===== src/rtl/uart_rx.sv =====
// 8N1 UART receiver with 2-flop input synchronizer and mid-bit sampling.
// Define UART_RX_PARITY_EN to receive 8E1 frames (even parity bit before stop).
module uart_rx #(
  parameter int CLKS_PER_BIT = 217
) (
  input  logic       clk,
  input  logic       rst,
  input  logic       rx,
  output logic [7:0] rx_data,
  output logic       rx_valid,
  output logic       rx_err
);

  localparam int CW = $clog2(CLKS_PER_BIT);
  localparam logic [CW-1:0] HALF = CW'((CLKS_PER_BIT - 1) / 2);
  localparam logic [CW-1:0] LAST = CW'(CLKS_PER_BIT - 1);

`ifdef UART_RX_PARITY_EN
  typedef enum logic [2:0] {IDLE, START, DATA, PARITY, STOP} state_t;
`else
  typedef enum logic [2:0] {IDLE, START, DATA, STOP} state_t;
`endif

  // Handshake: rx_valid is a single-cycle strobe with no ready; rx_data is
  // updated on exactly the cycle rx_valid is high and held until the next one.
  state_t        state;
  logic          rx_m;
  logic          rx_s;
  logic [CW-1:0] cnt;
  logic [2:0]    bit_idx;
  logic [7:0]    shift;
  logic          stop_ok;

`ifdef UART_RX_PARITY_EN
  logic par_bad;
  assign stop_ok = rx_s && !par_bad;
`else
  assign stop_ok = rx_s;
`endif

  always_ff @(posedge clk) begin
    if (rst) begin
      rx_m     <= 1'b1;
      rx_s     <= 1'b1;
      state    <= IDLE;
      cnt      <= '0;
      bit_idx  <= 3'd0;
      shift    <= 8'h00;
      rx_data  <= 8'h00;
      rx_valid <= 1'b0;
      rx_err   <= 1'b0;
`ifdef UART_RX_PARITY_EN
      par_bad  <= 1'b0;
`endif
    end else begin
      rx_m     <= rx;
      rx_s     <= rx_m;
      rx_valid <= 1'b0;
      rx_err   <= 1'b0;
      case (state)
        IDLE: begin
          cnt     <= '0;
          bit_idx <= 3'd0;
`ifdef UART_RX_PARITY_EN
          par_bad <= 1'b0;
`endif
          if (!rx_s) state <= START;
        end
        START: begin
          // A start bit that is high again at mid-bit was a glitch.
          if (cnt == HALF) begin
            cnt     <= '0;
            bit_idx <= 3'd0;
            state   <= rx_s ? IDLE : DATA;
          end else begin
            cnt <= cnt + CW'(1);
          end
        end
        DATA: begin
          if (cnt == LAST) begin
            cnt     <= '0;
            shift   <= {rx_s, shift[7:1]};
            bit_idx <= bit_idx + 3'd1;
            if (bit_idx == 3'd7) begin
`ifdef UART_RX_PARITY_EN
              state <= PARITY;
`else
              state <= STOP;
`endif
            end
          end else begin
            cnt <= cnt + CW'(1);
          end
        end
`ifdef UART_RX_PARITY_EN
        PARITY: begin
          if (cnt == LAST) begin
            cnt     <= '0;
            par_bad <= (rx_s != ^shift);
            state   <= STOP;
          end else begin
            cnt <= cnt + CW'(1);
          end
        end
`endif
        STOP: begin
          // Leave at mid-stop so an immediately following start bit is seen.
          if (cnt == LAST) begin
            cnt   <= '0;
            state <= IDLE;
            if (stop_ok) begin
              rx_data  <= shift;
              rx_valid <= 1'b1;
            end else begin
              rx_err <= 1'b1;
            end
          end else begin
            cnt <= cnt + CW'(1);
          end
        end
        default: state <= IDLE;
      endcase
    end
  end

endmodule

===== config.mk =====
export PLATFORM = sky130hd
export DESIGN_NAME = uart_rx
export DESIGN_NICKNAME = d
export VERILOG_FILES = /design/src/rtl/uart_rx.sv
export SDC_FILE = /design/constraint.sdc
export NUM_CORES = 1
export LEC_CHECK = 0
export ABC_AREA = 1
export BUFFER_PORTS_ARGS = -buffer_cell sky130_fd_sc_hd__buf_2
export CELL_PAD_IN_SITES_DETAIL_PLACEMENT = 1
export CELL_PAD_IN_SITES_GLOBAL_PLACEMENT = 1
export CORE_MARGIN = 5
export CORE_UTILIZATION = 41
export CTS_CLUSTER_DIAMETER = 100
export CTS_CLUSTER_SIZE = 14
export DETAILED_ROUTE_END_ITERATION = 6
export HOLD_SLACK_MARGIN = 0.08
export PLACE_DENSITY_LB_ADDON = 0.1
export SLEW_MARGIN = 20
export SYNTH_ARGS = -nofsm -noshare
export SYNTH_HDL_FRONTEND = slang
export SYNTH_SLANG_ARGS = --single-unit

===== constraint.sdc =====
create_clock -name clk -period 1.7 [get_ports clk]
set_input_delay 0.34 -clock clk [delete_from_list [all_inputs] [get_ports clk]]
set_output_delay 0.34 -clock clk [all_outputs]
set_load 0.005 [all_outputs]

Word-level counts from Yosys, hierarchy flattened --
Cells that the tools add are included.
Cells by class: multiply operators 0, multiplexer cells 15, div/mod/pow operators 0, equality and inequality tests 11, $lt $le $gt $ge 0, shift operators 0, add/subtract/negate cells 2, bitwise gates (word level) 2, reductions and logical operators 9
Operators with widths (count):
- $pmux 8 s3 | 1
- $mux 3 | 7
- $mux 8 | 2
- $pmux 3 s4 | 1
- $ne 2x2->1 const B | 5
- $pmux 3 s3 | 1
- $add 8x1->8 const B | 1
- $eq 8x7->1 const B | 1
- $eq 8x8->1 const B | 1
- $eq 3x2->1 const B | 2
- $reduce_and 3->1 | 2
- $reduce_bool 3->1 | 2
- $reduce_and 5->1 | 1
- $add 3x1->3 const B | 1
- $eq 3x1->1 const B | 1
- $eq 3x3->1 const B | 1
- $logic_not 3->1 | 1
- $reduce_or 3->1 | 1
- $mux 1 | 2
- $mux 2 | 1
- $not 1->1 | 2
- $reduce_and 2->1 | 1
- $reduce_or 2->1 | 1
Storage, ports and cells: output and inout bits 10, bits of input ports 3, word-level logic and storage cells 48, memory bits (read-only) 0, memories 0, register bits 34, bits in latches 0, bits in writable memories 0

Depth between registers and ports, before layout --
Gate-level depths: netlist of the first run.
word-level depth 4, mapped depth 10, mapped depth without buffers 10

Worst setup path after synthesis of the first run --
No wires, ideal clock.
kind register -> register, start point reg cnt[0], end point reg shift[0], library setup time 116 ps, slack 376 ps, buffers on the path 1, arrival 1208 ps, period minus slack after synthesis 1324 ps, stages on the path, launching flop included 11, data required time 1584 ps, path through dfxtp_1 -> inv_1 -> ha_1 -> nand2_1 -> nor2_1 -> nand2_2 -> nor2_2 -> buf_4 -> inv_2 -> nor2_1 -> nor2_1
On the way: longest elaborated chain between the ends 2
RTL lines:
- start: declaration | RTL line 29 | logic [CW-1:0] cnt;
- start signal: assignment | RTL line 76 | cnt <= cnt + CW'(1);
- start signal: assignment | RTL line 92 | cnt <= cnt + CW'(1);
- start signal: assignment | RTL line 118 | cnt <= cnt + CW'(1);
- $eq 8x8->1 | RTL line 80 | if (cnt == LAST) begin
- $reduce_and 2->1 (no line)
- end signal: assignment | RTL line 82 | shift <= {rx_s, shift[7:1]};
- end: declaration | RTL line 31 | logic [7:0] shift;
Every way passes these cells. A chain may end at the register's enable or synchronous reset.

Worst setup path after layout of the first run --
start point reg cnt[0], end point reg shift[1]
Same word-level chain as after synthesis.

==> results_dict.tcl, run 1 <==
set metrics [dict create \
    avgSynthCellArea_sq_um 7.487 \
    crit_path_end_kind "register" \
    fin_crit_sh 0.9078 \
    coreArea_sq_mm 0.003284 \
    synth_top_family_by_area "simple AND/OR/NAND/NOR gates" \
    synth_area_sq_mm 0.001370 \
    globalplace.congestion 0.7468 \
    cap_viol_max_count 0 \
    numCtsBuffers 5 \
    rrSetupSlack_ns 0.16 \
    drc 0 \
    synthToLayoutAreaGrowth_pct 12.15 \
    drt_iter0_drc 68 \
    critical_path_required_ns 1.92 \
    cts.clk_slew.worst_paths_ns 0.09 \
    postSynthCellCount 183 \
    p_leak_nw 0.7301 \
    synthesis.nets 190 \
    dp_cells 239 \
    hold_violations 0 \
    wl_per_cell_um 12.22 \
    ir_worst_vdd_v 0.0004286 \
    worstMarginPinSlew_ns 0.4490 \
    arrival_ns 1.76 \
    synth_top_cell_by_area "dfxtp_1" \
    rsz0062_at_grt "no" \
    die_y_um 67.81 \
    synthMuxAreaShare 0 \
    n_antenna_cell 0 \
    tns_ns 0 \
    first_pass_iters 4 \
    htreeDepth 2 \
    dp_hpwl_mm 2.358 \
    routed_via_density 4.680 \
    crit_fanout 11 \
    critical_path_class "reg -> reg" \
    synth_commonest_cells "56 x nor2_1, 33 x dfxtp_1, 25 x nand2_1" \
    post_cts_resized 0 \
    yosys.area_share.adder 0.03653 \
    worst_slack_ns 0.1568 \
    setup_viol 0 \
    startpoint_type "register" \
    synthArstFlopShare 0 \
    ys.flop_type "dfxtp_1" \
    nFillCells 438 \
    synth_compound_area_frac 0.07123 \
    grt_max_degree 16 \
    hold_depth 2 \
    yosys.area_share.simple 0.3059 \
    postCtsSetupRepairBufs 0 \
    ant_nets 0 \
    min-delay-start "rx" \
    max_freq_mhz 648.0 \
    synth.most_common_cell "nor2_1" \
    outcome "complete, no violations" \
    clock-sinks 33 \
    finalClockSkew_ns 0.01788 \
    die_area_sq_mm 0.004598 \
    finalPower_mw 1.599 \
    period_minus_slack_ns 1.543 \
    hold_path.class "in -> reg" \
    synth.area.top_cells "dfxtp_1 48%, nor2_1 15%, nand2_1 6.8%" \
    r2r_end "shift[1]" \
    final_cells 247 \
    cts_hold_buffers 0 \
    reg2reg_from "cnt[0]" \
    worstSkewPairLatency_ns 0.33 \
    ioPinCount 13 \
    max-slew-margin-rel 0.6984 \
    synth-seq-cells 33 \
    power_density_mw_per_mm2 1041 \
    drive_gt1_frac 0.1642 \
    num_vias 1156 \
    num_rows 21 \
    nets 207 \
    cts_buffer_depth 2 \
    synthXorXnorAreaFrac 0.03836 \
    synth_warnings 0 \
    synth_edf_count 0 \
    grt_pass1_wl_mm 5.161 \
    initial_core_util 0.4171 \
    drt-total-wl_mm 3.018 \
    yosysSeqAreaShare 0.4822 \
    dp_slack_ns 0.03357 \
    whs_endpoint "rx_m" \
    cts_tree "done" \
    cts-root-buf "clkbuf_4" \
    drv_slew 0 \
    grt.total_usage 0.1531 \
    grt_pass1_vias 1203 \
    gr-total-overflow 0 \
    numPortBuffers 12 \
    r2r_cells 9 \
    synth.distinct_cells 21 \
    synth_top_area_share 0.4822 \
    die_x_um 67.81 \
    antenna_found_initial 0 \
]
## cell usage in the layout, fill, tap and decap left out
master / count
inv_1: 17
clkbuf_4: 5
nand3_1: 5
o21ai_0: 16
xor2_1: 4
ha_1: 4
inv_2: 3
xnor2_1: 2
a21oi_1: 1
nand2_1: 25
nand2_2: 2
clkbuf_1: 1
buf_4: 1
nor4_1: 1
buf_2: 12
clkinv_2: 2
nor3_1: 1
nor2_4: 1
dfxtp_1: 33
nor3_4: 1
o211ai_2: 1
or2_2: 3
nor2_2: 2
nand4_1: 2
nor2_1: 56
## state kept, by name, indices dropped and copies added (netlist names)
register,cells
rx_m,1
rx_s,1
rx_data,8
cnt,8
rx_err,1
rx_valid,1
state,2
bit_idx,3
shift,8
## stage by stage
stage                       util  hold WS, ns  cell area (sq um)
after floorplan                -       0.3895               1370
after global placement    0.4507       0.3944               1480
after detailed placement  0.4507       0.3962               1480
after CTS                 0.4663       0.1861               1531
after global routing      0.4678       0.1596               1536
final                     0.4678       0.1989               1536
## cell type report
type,instances,area (sq um),share of cell area
timing repair buffer,13,67.56,0.04397
multi-input combinational,127,624.3,0.4064
clock inverter,2,10.01,0.006515
sequential,33,660.6,0.4300
inverter,20,75.07,0.04886
tap,46,57.56,0.03746
clock buffer,6,41.29,0.02687
## cell families after synthesis
| family | after synthesis |
|---|---|
| buffers and inverters | 23 |
| AND/OR/NAND/NOR | 99 |
| AO/OA/AOI/OAI | 18 |
| XOR/XNOR | 6 |
| adder cells (fa/ha/maj) | 4 |
| flip-flops | 33 |
## where the power goes
part	switching, mW	internal [mW]	leakage, nW
clock	0.258	0.157	0.0320
combinational	0.221	0.104	0.431
sequential	0.0447	0.813	0.267
## per-layer routing
layer  GRT usage  vias to the layer above  wire length [um]
li1            -                      597                 -
met1      0.1591                      546              1282
met2      0.2831                        9              1625
met3     0.05824                        4                78
met4     0.04467                        0                31
met5           0                        -                 0
## worst max-delay path by stage
stage	depth (start not counted)	endpoint	from
2_1_floorplan	10	shift[0]	cnt[0]
3_3_place_gp	9	shift[2]	cnt[0]
3_5_place_dp	9	shift[1]	cnt[0]
4_1_cts	9	shift[1]	cnt[0]
5_1_grt	9	rx_data[3]	cnt[0]
6_report	9	shift[1]	cnt[0]
## worst max-delay path: stages, from the launching register on
cell and delay (ns):
dfxtp_1 0.33, inv_1 0.08, ha_1 0.17, nand2_1 0.06, nor2_1 0.13, nand2_2 0.13, nor2_4 0.23, inv_2 0.12
nor2_1 0.13, nor2_1 0.06
(Power assumes the default switching activity.)
==> run 2, diff against run 1 <==
CORE_UTILIZATION = 44   (was 41)
CTS_BUF_LIST = sky130_fd_sc_hd__clkbuf_8   (was unset)
==> run 2 against run 1 <==
Compared with the run above: die area down 5.8%; power up 28%; final cell count down 0.40%; maximum frequency up 1.7%; core utilization up 6.9 points; clock power up 110%; clock-buffer cell count down 1; non-clock buffer count up 1; via count up 1.6%; combinational power about the same; largest cell class unchanged; highest routed layer unchanged.
==> results_dict.tcl, run 2 (synthesized netlist as in run 1, its figures left out) <==
set metrics [dict create \
    worstMarginPinSlew_ns 0.4399 \
    drv_slew 0 \
    drc 0 \
    max-slew-margin-rel 0.7045 \
    timing.hold.ws_ns 0.2397 \
    htreeDepth 2 \
    nets 208 \
    hold_violations 0 \
    mostFrequentLayoutCells "56 x nor2_1, 33 x dfxtp_1, 24 x nand2_1" \
    max_freq_mhz 659.0 \
    grt.total_usage 0.1715 \
    outcome "complete, no violations" \
    power_density_mw_per_mm2 1261 \
    p_leak_nw 0.7716 \
    grt_pass1_vias 1286 \
    post_cts_resized 0 \
    period_minus_slack_ns 1.517 \
    ant_nets 0 \
    ioPinCount 13 \
    drt-total-wl_mm 3.011 \
    layout_commonest_cell "nor2_1" \
    cap_viol_max_count 0 \
    dp_hpwl_mm 2.252 \
    gr-total-overflow 0 \
    rsz0062_at_grt "no" \
    die_area_sq_mm 0.004330 \
    wl_per_cell_um 12.24 \
    finalPower_mw 2.051 \
    drt_iter0_drc 56 \
    reg_top3 "cnt: 8 flops, rx_data: 8 flops, shift: 8 flops" \
    crit_path_end_kind "register" \
    finalClockSkew_ns 0.006808 \
    worstSkewPairLatency_ns 0.28 \
    num_rows 20 \
    cts_buffer_depth 2 \
    regArea_sq_um 660.6 \
    nFillCells 390 \
    fin_crit_sh 0.8926 \
    num_vias 1174 \
    setup_viol 0 \
    hold_path.class "in -> reg" \
    coreArea_sq_mm 0.003028 \
    numCtsBuffers 5 \
    arrival_ns 1.69 \
    antenna_found_initial 0 \
    cts_hold_buffers 0 \
    die_y_um 65.80 \
    crit_fanout 11 \
    grt_max_degree 13 \
    critical_path_class "reg -> reg" \
    grt_pass1_wl_mm 5.582 \
    numPortBuffers 12 \
    startpoint_type "register" \
    first_pass_iters 4 \
    routed_via_density 4.772 \
    clock-sinks 33 \
    globalplace.congestion 0.7484 \
    critical_path_required_ns 1.87 \
    postCtsSetupRepairBufs 0 \
    ir_worst_vdd_v 0.0007307 \
    multi_input_area_sq_um 626.9 \
    cts.clk_slew.worst_paths_ns 0.07 \
    synthToLayoutAreaGrowth_pct 18.72 \
    initial_core_util 0.4525 \
    cts-root-buf "clkbuf_8" \
    die_x_um 65.80 \
    cts_tree "done" \
    drive_gt1_frac 0.1782 \
    n_antenna_cell 0 \
    tns_ns 0 \
    post-route-util 0.5372 \
]
run 2: layout make-up:
class	count	area share
timing repair buffer	14	0.04615
inverter	20	0.04615
multi-input combinational	127	0.3854
tap	44	0.03385
clock buffer	5	0.04231
sequential	33	0.4062
clock inverter	3	0.04000
run 2: through the flow:
stage	setup slack [ns]	std cells	instance area, sq um
CTS	0.04112	246	1619
global route	0.01387	246	1627
floorplan	0.3764	183	1370
global placement	0.1715	238	1485
finish	0.1826	246	1627
detailed placement	0.08577	238	1485
run 2: metal layers:
layer | track usage | up-vias | share of wire
met2 | 0.3066 | 11 | 0.53
met4 | 0.06995 | 0 | 0.016
met1 | 0.1867 | 558 | 0.43
met5 | 0 | - | 0
met3 | 0.05102 | 7 | 0.026
li1 | - | 598 | -
run 2: final timing paths:
path	slack [ns]	startpoint	to	cells after the start
worst max-delay path	0.18	cnt[0]	shift[0]	9
worst min-delay path	0.24	rx	rx_m	2
worst max register to register	0.18	cnt[0]	shift[0]	9
worst min register to register	0.42	rx_m	rx_s	1
run 2: power by group:
part | internal [mW] | switching [mW]
Sequential | 0.814 | 0.0429
Clock | 0.582 | 0.289
Combinational | 0.105 | 0.217
Total | 1.50 | 0.549
run 2: critical path, stage by stage, from the launching register on:
cell and delay (ns):
dfxtp_1 0.33, inv_1 0.08, ha_1 0.17, nand2_1 0.06, nor2_1 0.13, nand2_2 0.14, nor2_4 0.23, inv_2 0.10
nor2_1 0.11, nor2_1 0.06
